==> src/rtl/ro_frequency_counter.sv <==
// Ring-oscillator frequency counter: counts synchronized rising edges of ro_clk
// over a fixed window of GATE_CYCLES reference clocks and strobes the result.
module ro_frequency_counter #(
   parameter int unsigned GATE_CYCLES = 100000,
   parameter int unsigned COUNT_WIDTH = 32,
   parameter int unsigned SYNC_STAGES = 2
) (
   input  logic                   clk,
   input  logic                   rst,
   input  logic                   start,
   input  logic                   continuous,
   input  logic                   ro_clk,
   output logic                   busy,
   output logic                   valid,
   output logic [COUNT_WIDTH-1:0] count,
   output logic                   overflow
);

   localparam int unsigned GW = (GATE_CYCLES > 2) ? $clog2(GATE_CYCLES) : 1;
   localparam logic [GW-1:0] GATE_LOAD = GW'(GATE_CYCLES - 1);
   localparam logic [COUNT_WIDTH-1:0] CNT_MAX = '1;

   typedef enum logic {
      IDLE = 1'b0,
      GATE = 1'b1
   } state_t;

   logic [SYNC_STAGES-1:0] sync_q;
   logic                   p_q;
   logic                   rise_s;

   state_t                 state_q, state_d;
   logic [GW-1:0]          gate_q, gate_d;
   logic [COUNT_WIDTH-1:0] edge_cnt_q, edge_cnt_d;
   logic                   ovf_int_q, ovf_int_d;
   logic                   busy_q, busy_d;
   logic                   valid_q, valid_d;
   logic [COUNT_WIDTH-1:0] count_q, count_d;
   logic                   overflow_q, overflow_d;

   logic                   sat_s;
   logic [COUNT_WIDTH-1:0] cnt_next_s;
   logic                   ovf_next_s;

   // Synchronizer chain plus one delay flop for rising-edge detection; runs in every state.
   always_ff @(posedge clk or posedge rst) begin
      if (rst) begin
         sync_q <= '0;
         p_q    <= 1'b0;
      end else begin
         sync_q <= {sync_q[SYNC_STAGES-2:0], ro_clk};
         p_q    <= sync_q[SYNC_STAGES-1];
      end
   end

   assign rise_s = sync_q[SYNC_STAGES-1] & ~p_q;

   // Saturating increment; an edge arriving at full scale flags overflow.
   always_comb begin
      sat_s      = rise_s & (edge_cnt_q == CNT_MAX);
      cnt_next_s = edge_cnt_q;
      if (rise_s && !sat_s) begin
         cnt_next_s = edge_cnt_q + COUNT_WIDTH'(1);
      end else begin
         cnt_next_s = edge_cnt_q;
      end
      ovf_next_s = ovf_int_q | sat_s;
   end

   // Measurement state and result registers.
   always_ff @(posedge clk or posedge rst) begin
      if (rst) begin
         state_q    <= IDLE;
         gate_q     <= '0;
         edge_cnt_q <= '0;
         ovf_int_q  <= 1'b0;
         busy_q     <= 1'b0;
         valid_q    <= 1'b0;
         count_q    <= '0;
         overflow_q <= 1'b0;
      end else begin
         state_q    <= state_d;
         gate_q     <= gate_d;
         edge_cnt_q <= edge_cnt_d;
         ovf_int_q  <= ovf_int_d;
         busy_q     <= busy_d;
         valid_q    <= valid_d;
         count_q    <= count_d;
         overflow_q <= overflow_d;
      end
   end

   // Next-state logic; valid_q in IDLE marks the cycle right after a result for auto-restart.
   always_comb begin
      state_d    = state_q;
      gate_d     = gate_q;
      edge_cnt_d = edge_cnt_q;
      ovf_int_d  = ovf_int_q;
      busy_d     = busy_q;
      valid_d    = 1'b0;
      count_d    = count_q;
      overflow_d = overflow_q;
      case (state_q)
         IDLE: begin
            if (start || (continuous && valid_q)) begin
               state_d    = GATE;
               gate_d     = GATE_LOAD;
               edge_cnt_d = '0;
               ovf_int_d  = 1'b0;
               busy_d     = 1'b1;
            end else begin
               state_d    = IDLE;
               busy_d     = 1'b0;
            end
         end
         GATE: begin
            edge_cnt_d = cnt_next_s;
            ovf_int_d  = ovf_next_s;
            if (gate_q == '0) begin
               count_d    = cnt_next_s;
               overflow_d = ovf_next_s;
               valid_d    = 1'b1;
               busy_d     = 1'b0;
               state_d    = IDLE;
            end else begin
               gate_d     = gate_q - GW'(1);
            end
         end
         default: begin
            state_d = IDLE;
            busy_d  = 1'b0;
         end
      endcase
   end

   assign busy     = busy_q;
   assign valid    = valid_q;
   assign count    = count_q;
   assign overflow = overflow_q;

endmodule

==> config.mk <==
export PLATFORM = sky130hd
export DESIGN_NAME = ro_frequency_counter
export DESIGN_NICKNAME = d
export VERILOG_FILES = /design/src/rtl/ro_frequency_counter.sv
export SDC_FILE = /design/constraint.sdc
export NUM_CORES = 1
export LEC_CHECK = 0
export CAP_MARGIN = 25
export CORE_MARGIN = 5
export CORE_UTILIZATION = 55
export CTS_CLUSTER_SIZE = 16
export DETAILED_ROUTE_END_ITERATION = 8
export PLACE_DENSITY_LB_ADDON = 0.08
export SLEW_MARGIN = 25
export SYNTH_ARGS = -nofsm -noshare
export SYNTH_HDL_FRONTEND = slang
export SYNTH_SLANG_ARGS = --single-unit
==> constraint.sdc <==
create_clock -name clk -period 3.9 [get_ports clk]
set_input_delay 0.78 -clock clk [delete_from_list [all_inputs] [get_ports clk]]
set_output_delay 0.78 -clock clk [all_outputs]
set_load 0.005 [all_outputs]
# After elaboration in Yosys (flattened, before gate mapping)

Index checks and enable logic that the tools add are counted.

Bits of input ports: 5
Bits in latches: 0
Output and inout bits: 35
Logic and storage cells: 43
Memories: 0
Register bits: 89
Memory bits (read-only): 0
Bits in writable memories: 0

Reductions and logical operators: 7
$add $sub $neg: 2
Mux-type cells: 15
Div/mod/pow operators: 0
Shift operators: 0
Order comparisons: 0
$mul: 0
Bitwise operators: 5
Eq/ne operators: 4

Operators by type and width:

| cell                    | number |
|---|---|
| $mux W32                | 2 |
| $pmux W32 S2            | 1 |
| $mux W17                | 2 |
| $pmux W17 S2            | 1 |
| $add A32 B1 Y32 const B | 1 |
| $eq A32 B32 Y1 const B  | 1 |
| $logic_not A17 Y1       | 1 |
| $sub A17 B1 Y17 const B | 1 |
| $mux W1                 | 6 |
| $pmux W1 S2             | 3 |
| $ne A2 B2 Y1 const B    | 2 |
| $reduce_and A2 Y1       | 2 |
| $and A1 B1 Y1           | 2 |
| $logic_and A1 B1 Y1     | 2 |
| $ne A2 B1 Y1 const B    | 1 |
| $not A1 Y1              | 2 |
| $logic_not A1 Y1        | 1 |
| $logic_or A1 B1 Y1      | 1 |
| $or A1 B1 Y1            | 1 |

# Logic depth before layout (Yosys ltp)

Word-level depth: 7
Mapped depth: 9
Depth with buffers taken out: 8

# Worst setup path before layout

No wires, ideal clock.

Kind: input to register
Start point: in continuous
End point: reg edge_cnt_q[6]
Library setup time: 0.083 ns
Arrival time: 2.059 ns
Path slack: 1.758 ns
Required time: 3.817 ns
Stages: 6
Buffers on the path: 2
Cell sequence: a21oi_1 > and2_1 > clkbuf_1 > buf_1 > nand2_1 > o21ai_0

Cells in the longest elaborated chain, start to end: 3

Ends and longest elaborated chain:

| item                          | line | text |
|---|---|---|
| start: declaration            | 11   | `input logic continuous,` |
| $logic_and A1 B1 Y1           | 105  | `if (start \|\| (continuous && valid_q)) begin` |
| $logic_or A1 B1 Y1            | 105  |  |
| $ne A2 B2 Y1 (no source line) | n/a  |  |
| end signal: assignment        | 84   | `edge_cnt_q <= edge_cnt_d;` |
| end: declaration              | 34   | `logic [COUNT_WIDTH-1:0] edge_cnt_q, edge_cnt_d;` |

No other way between the ends.
A chain may end at the register's enable or synchronous reset.

# Worst setup path in the final report

Start point: reg edge_cnt_q[8]
End point: reg count_q[31] (netlist: count[31])

Cells in the longest elaborated chain, start to end: 5
Elaborated cells on any way between the ends: 6
Those cells by class: add/sub: 1; eq/ne: 1; mux: 1; bitwise: 1; reduce/logical: 2

Ends and longest elaborated chain:

| item                                                    | line | text |
|---|---|---|
| branches (longest 4 deep; another with $add A32 B1 Y32) | n/a  |  |
| $mux W32 *                                              | 62   | `if (rise_s && !sat_s) begin` |
| end signal: assignment                                  | 88   | `count_q <= count_d;` |
| end: declaration                                        | 38   | `logic [COUNT_WIDTH-1:0] count_q, count_d;` |

Mark *: on every way between the ends.

==> metrics.md <==
| Metric | Value |
|---|---|
| PwrDens | 435 nW/um^2 |
| Peak VDD IR | 0.000226 V |
| Worst-skew pair later-pin latency | 0.36 ns |
| First-pass GRT wire length | 16200 um |
| Buffers on Ports | 39 |
| Clock tree buffer depth | 2 |
| CP arrival | 2.72 ns |
| Reg2Reg Depth | 7 |
| Post-DP HPWL | 6340 um |
| Post-CTS setup buffer count | 0 |
| Ys Warns | 0 |
| Seq/Total Area, Yosys | 0.526 |
| Fmax | 398 MHz |
| Post-place setup slack | 1.41 ns |
| Slew @ Worst Pin | 0.702 ns |
| Chip width | 97.8 um |
| Vias post-DR | 3346 |
| Top cells by area, synth | dfrtp_1, nand2_1, xnor2_1 |
| Non-Filler Instances | 582 |
| Die height | 97.8 um |
| Iteration count of the initial detailed-routing pass | 4 |
| Worst Hold Class | flop to flop |
| Die area | 9560 um^2 |
| Buf+Inv Stages, Crit Path | 1 |
| Final setup fails | 0 |
| Synthesis-to-finish area growth | 16.0% |
| Max cap viols | 0 |
| Synth Net Count | 448 |
| Yosys top cell area share | 0.526 |
| Initial DRC count | 167 |
| Fraction of registers with async set/reset | 1.00 |
| Sum of negative setup slack | 0 ns |
| Post-cts sizing count | 0 |
| Hold depth | 0 |
| Post-Syn Area | 4240 um^2 |
| Relative slew slack | 0.532 |
| Crit. path cell count | 7 |
| Critical Path RT | 4.10 ns |
| Synthesized area per cell | 9.60 um^2 |
| Core footprint | 7610 um^2 |
| Grt ovf | 0 |
| Layout cells sized above 1 | 0.0667 |
| Hold_buf cts | 0 |
| Site Rows | 32 |
| DR WL/cell | 15.9 um |
| Largest net degree at the start of global routing | 68 |
| Ant. Diodes | 0 |
| Critical Path Sink Type | flop |
| Vias in the first global route | 3358 |
| CTS buffer count | 9 |
| CTS root buffer | clkbuf_8 |
| Yosys top cell by area | dfrtp_1 |
| Final Max Tran Viols | 0 |
| Cell count after synthesis | 441 |
| Antenna-violating nets left | 0 |
| DRC | 0 |
| #FFs+latches synth | 89 |
| Final WS setup | 1.38 ns |
| # H-tree levels | 3 |
| Core Util, Final | 0.646 |
| RSZ-0062 raised after global routing | no |
| Clk_skew | 0.0175 ns |
| Fill count | 635 |
| Via density | 5.75 |
| Placed Instances | 566 |
| Worst setup SP type | flop |
| Number of flops mapped to enable cells by yosys | 0 |
| Routed WL | 9260 um |
| GRT Overall Usage | 0.207 |
| Worst hold slack | 0.364 ns |
| Clk sinks | 89 |
| Clk pin slew, worst setup/hold paths | 0.09 ns |
| Critical path's largest stage delay | 0.60 ns |
| Synth cell types | 50 |
| Top Family by Delay on Critical Path | simple AND/OR/NAND/NOR gates |
| Final nets | 482 |
| CTS tree | built |
| Final Hold Viols | 0 |
| Leakage power | 1.93 nW |
| Slowest CP cell | o31ai_1 |
| Initial antenna violation count | 0 |
| Period utilisation layout | 0.645 |
| CP max FO | 6 |
| I/O pins | 40 |
| Initial core utilization | 0.557 |
| Synth Flop Type | dfrtp_1 |
| WS Path Type | flop to flop |
| Gpl congestion | 0.889 |
| Run status | completed |
| Minimum clock period after layout | 2.52 ns |
| Crit-path cells | nand4_2, or3_1, o31ai_1, buf_4, nor4_1, xnor2_1, o21ai_0 |
metrics by stage:
stage	area (um^2)	total power, mW
floorplan	4240	1.36
finish	4910	2.14
detailed placement	4690	1.45
CTS	4910	2.16
global route	4910	2.26
global placement	4690	1.43
path summary, 6_finish.rpt:
kind,endpoint,from,slack (ns)
worst min register to register,sync_q[1],sync_q[0],0.36
worst max register to register,count[31],edge_cnt_q[8],1.38
worst max-delay path,count[31],edge_cnt_q[8],1.38
max in group asynchronous,edge_cnt_q[2],rst,2.39
worst min-delay path,sync_q[1],sync_q[0],0.36
min in group asynchronous,count[4],rst,0.82
registers in the layout (all words and copies together), names as in the netlist:
name,count
valid,1
edge_cnt_q,32
state_q,1
p_q,1
count,32
sync_q,2
overflow,1
ovf_int_q,1
gate_q,17
busy,1
cells in the mapped netlist, types with 2 or more instances:
cell      instances
and2_1            3
nor2_1           19
o21ai_0          31
a31oi_1           5
o21ai_1          33
buf_2             5
nand3_1          23
o22ai_1           3
nand2b_1          4
nand4_1          13
buf_6             4
and3_1           10
o31ai_1           2
dfrtp_1          89
inv_1             8
nand2_1          70
a21oi_1           9
or3_1             5
xnor2_1          24
o21a_1            2
xor2_1           12
clkbuf_1         12
or4_1             2
and4_1            3
nor3_1           14
nor2b_1           2
a32o_1            2
ha_1              2
nor3b_1           3
nor4_1            7
cell type report:
type | count | area, um^2 | area share
repair buffers | 45 | 448 | 0.0911
well taps | 102 | 128 | 0.0260
clock buffers | 12 | 145 | 0.0295
flip-flops and latches | 89 | 2230 | 0.453
inverters | 9 | 35.0 | 0.00713
multi-input cells | 321 | 1860 | 0.378
clock inverters | 4 | 76.3 | 0.0155
worst register-to-register path, cell delays in order (launching register included):
cell and delay [ns]:
dfrtp_1 0.46, nand4_2 0.23, or3_1 0.45, o31ai_1 0.60
buf_4 0.26, nor4_1 0.07, xnor2_1 0.19, o21ai_0 0.10
cell families (layout without fill, tap and decap cells):
logic type | count (synthesis) | in the layout | share of synthesized area
muxes | 1 | 1 | 0.00236
buffers and inverters | 31 | 70 | 0.0360
and+or+nand+nor | 186 | 186 | 0.225
DFF | 89 | 89 | 0.526
adders and majority gates | 2 | 2 | 0.00591
AOI/OAI and AO/OA | 96 | 96 | 0.130
xor gates and xnor gates | 36 | 36 | 0.0744
cells in the final DEF (no fill, tap or decap), drive strengths merged, types with 3 or more instances in the layout:
master / netlist / final
nand2: 70 / 70
buf: 10 / 6
and3: 10 / 10
dfrtp: 89 / 89
xor2: 12 / 12
clkdlybuf4s50: 0 / 39
clkbuf: 12 / 12
and4: 3 / 3
o31ai: 3 / 3
xnor2: 24 / 24
nor2: 19 / 19
nand3: 23 / 23
inv: 9 / 8
a31oi: 5 / 5
or3: 6 / 6
nor3b: 3 / 3
or4: 3 / 3
nor3: 14 / 14
nor4: 8 / 8
nand2b: 4 / 4
o22ai: 3 / 3
a21oi: 9 / 9
nand4: 14 / 14
and2: 3 / 3
o21ai: 65 / 65
power breakdown:
part	switching (mW)	internal, mW	total [mW]	leakage, nW
clock	0.323	0.381	0.704	0.107
sequential	0.138	1.02	1.16	1.15
combinational	0.150	0.124	0.274	0.678
total	0.611	1.53	2.14	1.93
layer usage:
layer	global-route usage	wire length [um]	vias to the layer above
li1	-	-	1627
met1	0.284	4300	1620
met2	0.334	4390	83
met3	0.0293	398	16
met4	0.0841	172	0
met5	0	0	-
Note: power is estimated with default switching activity, not from simulation.
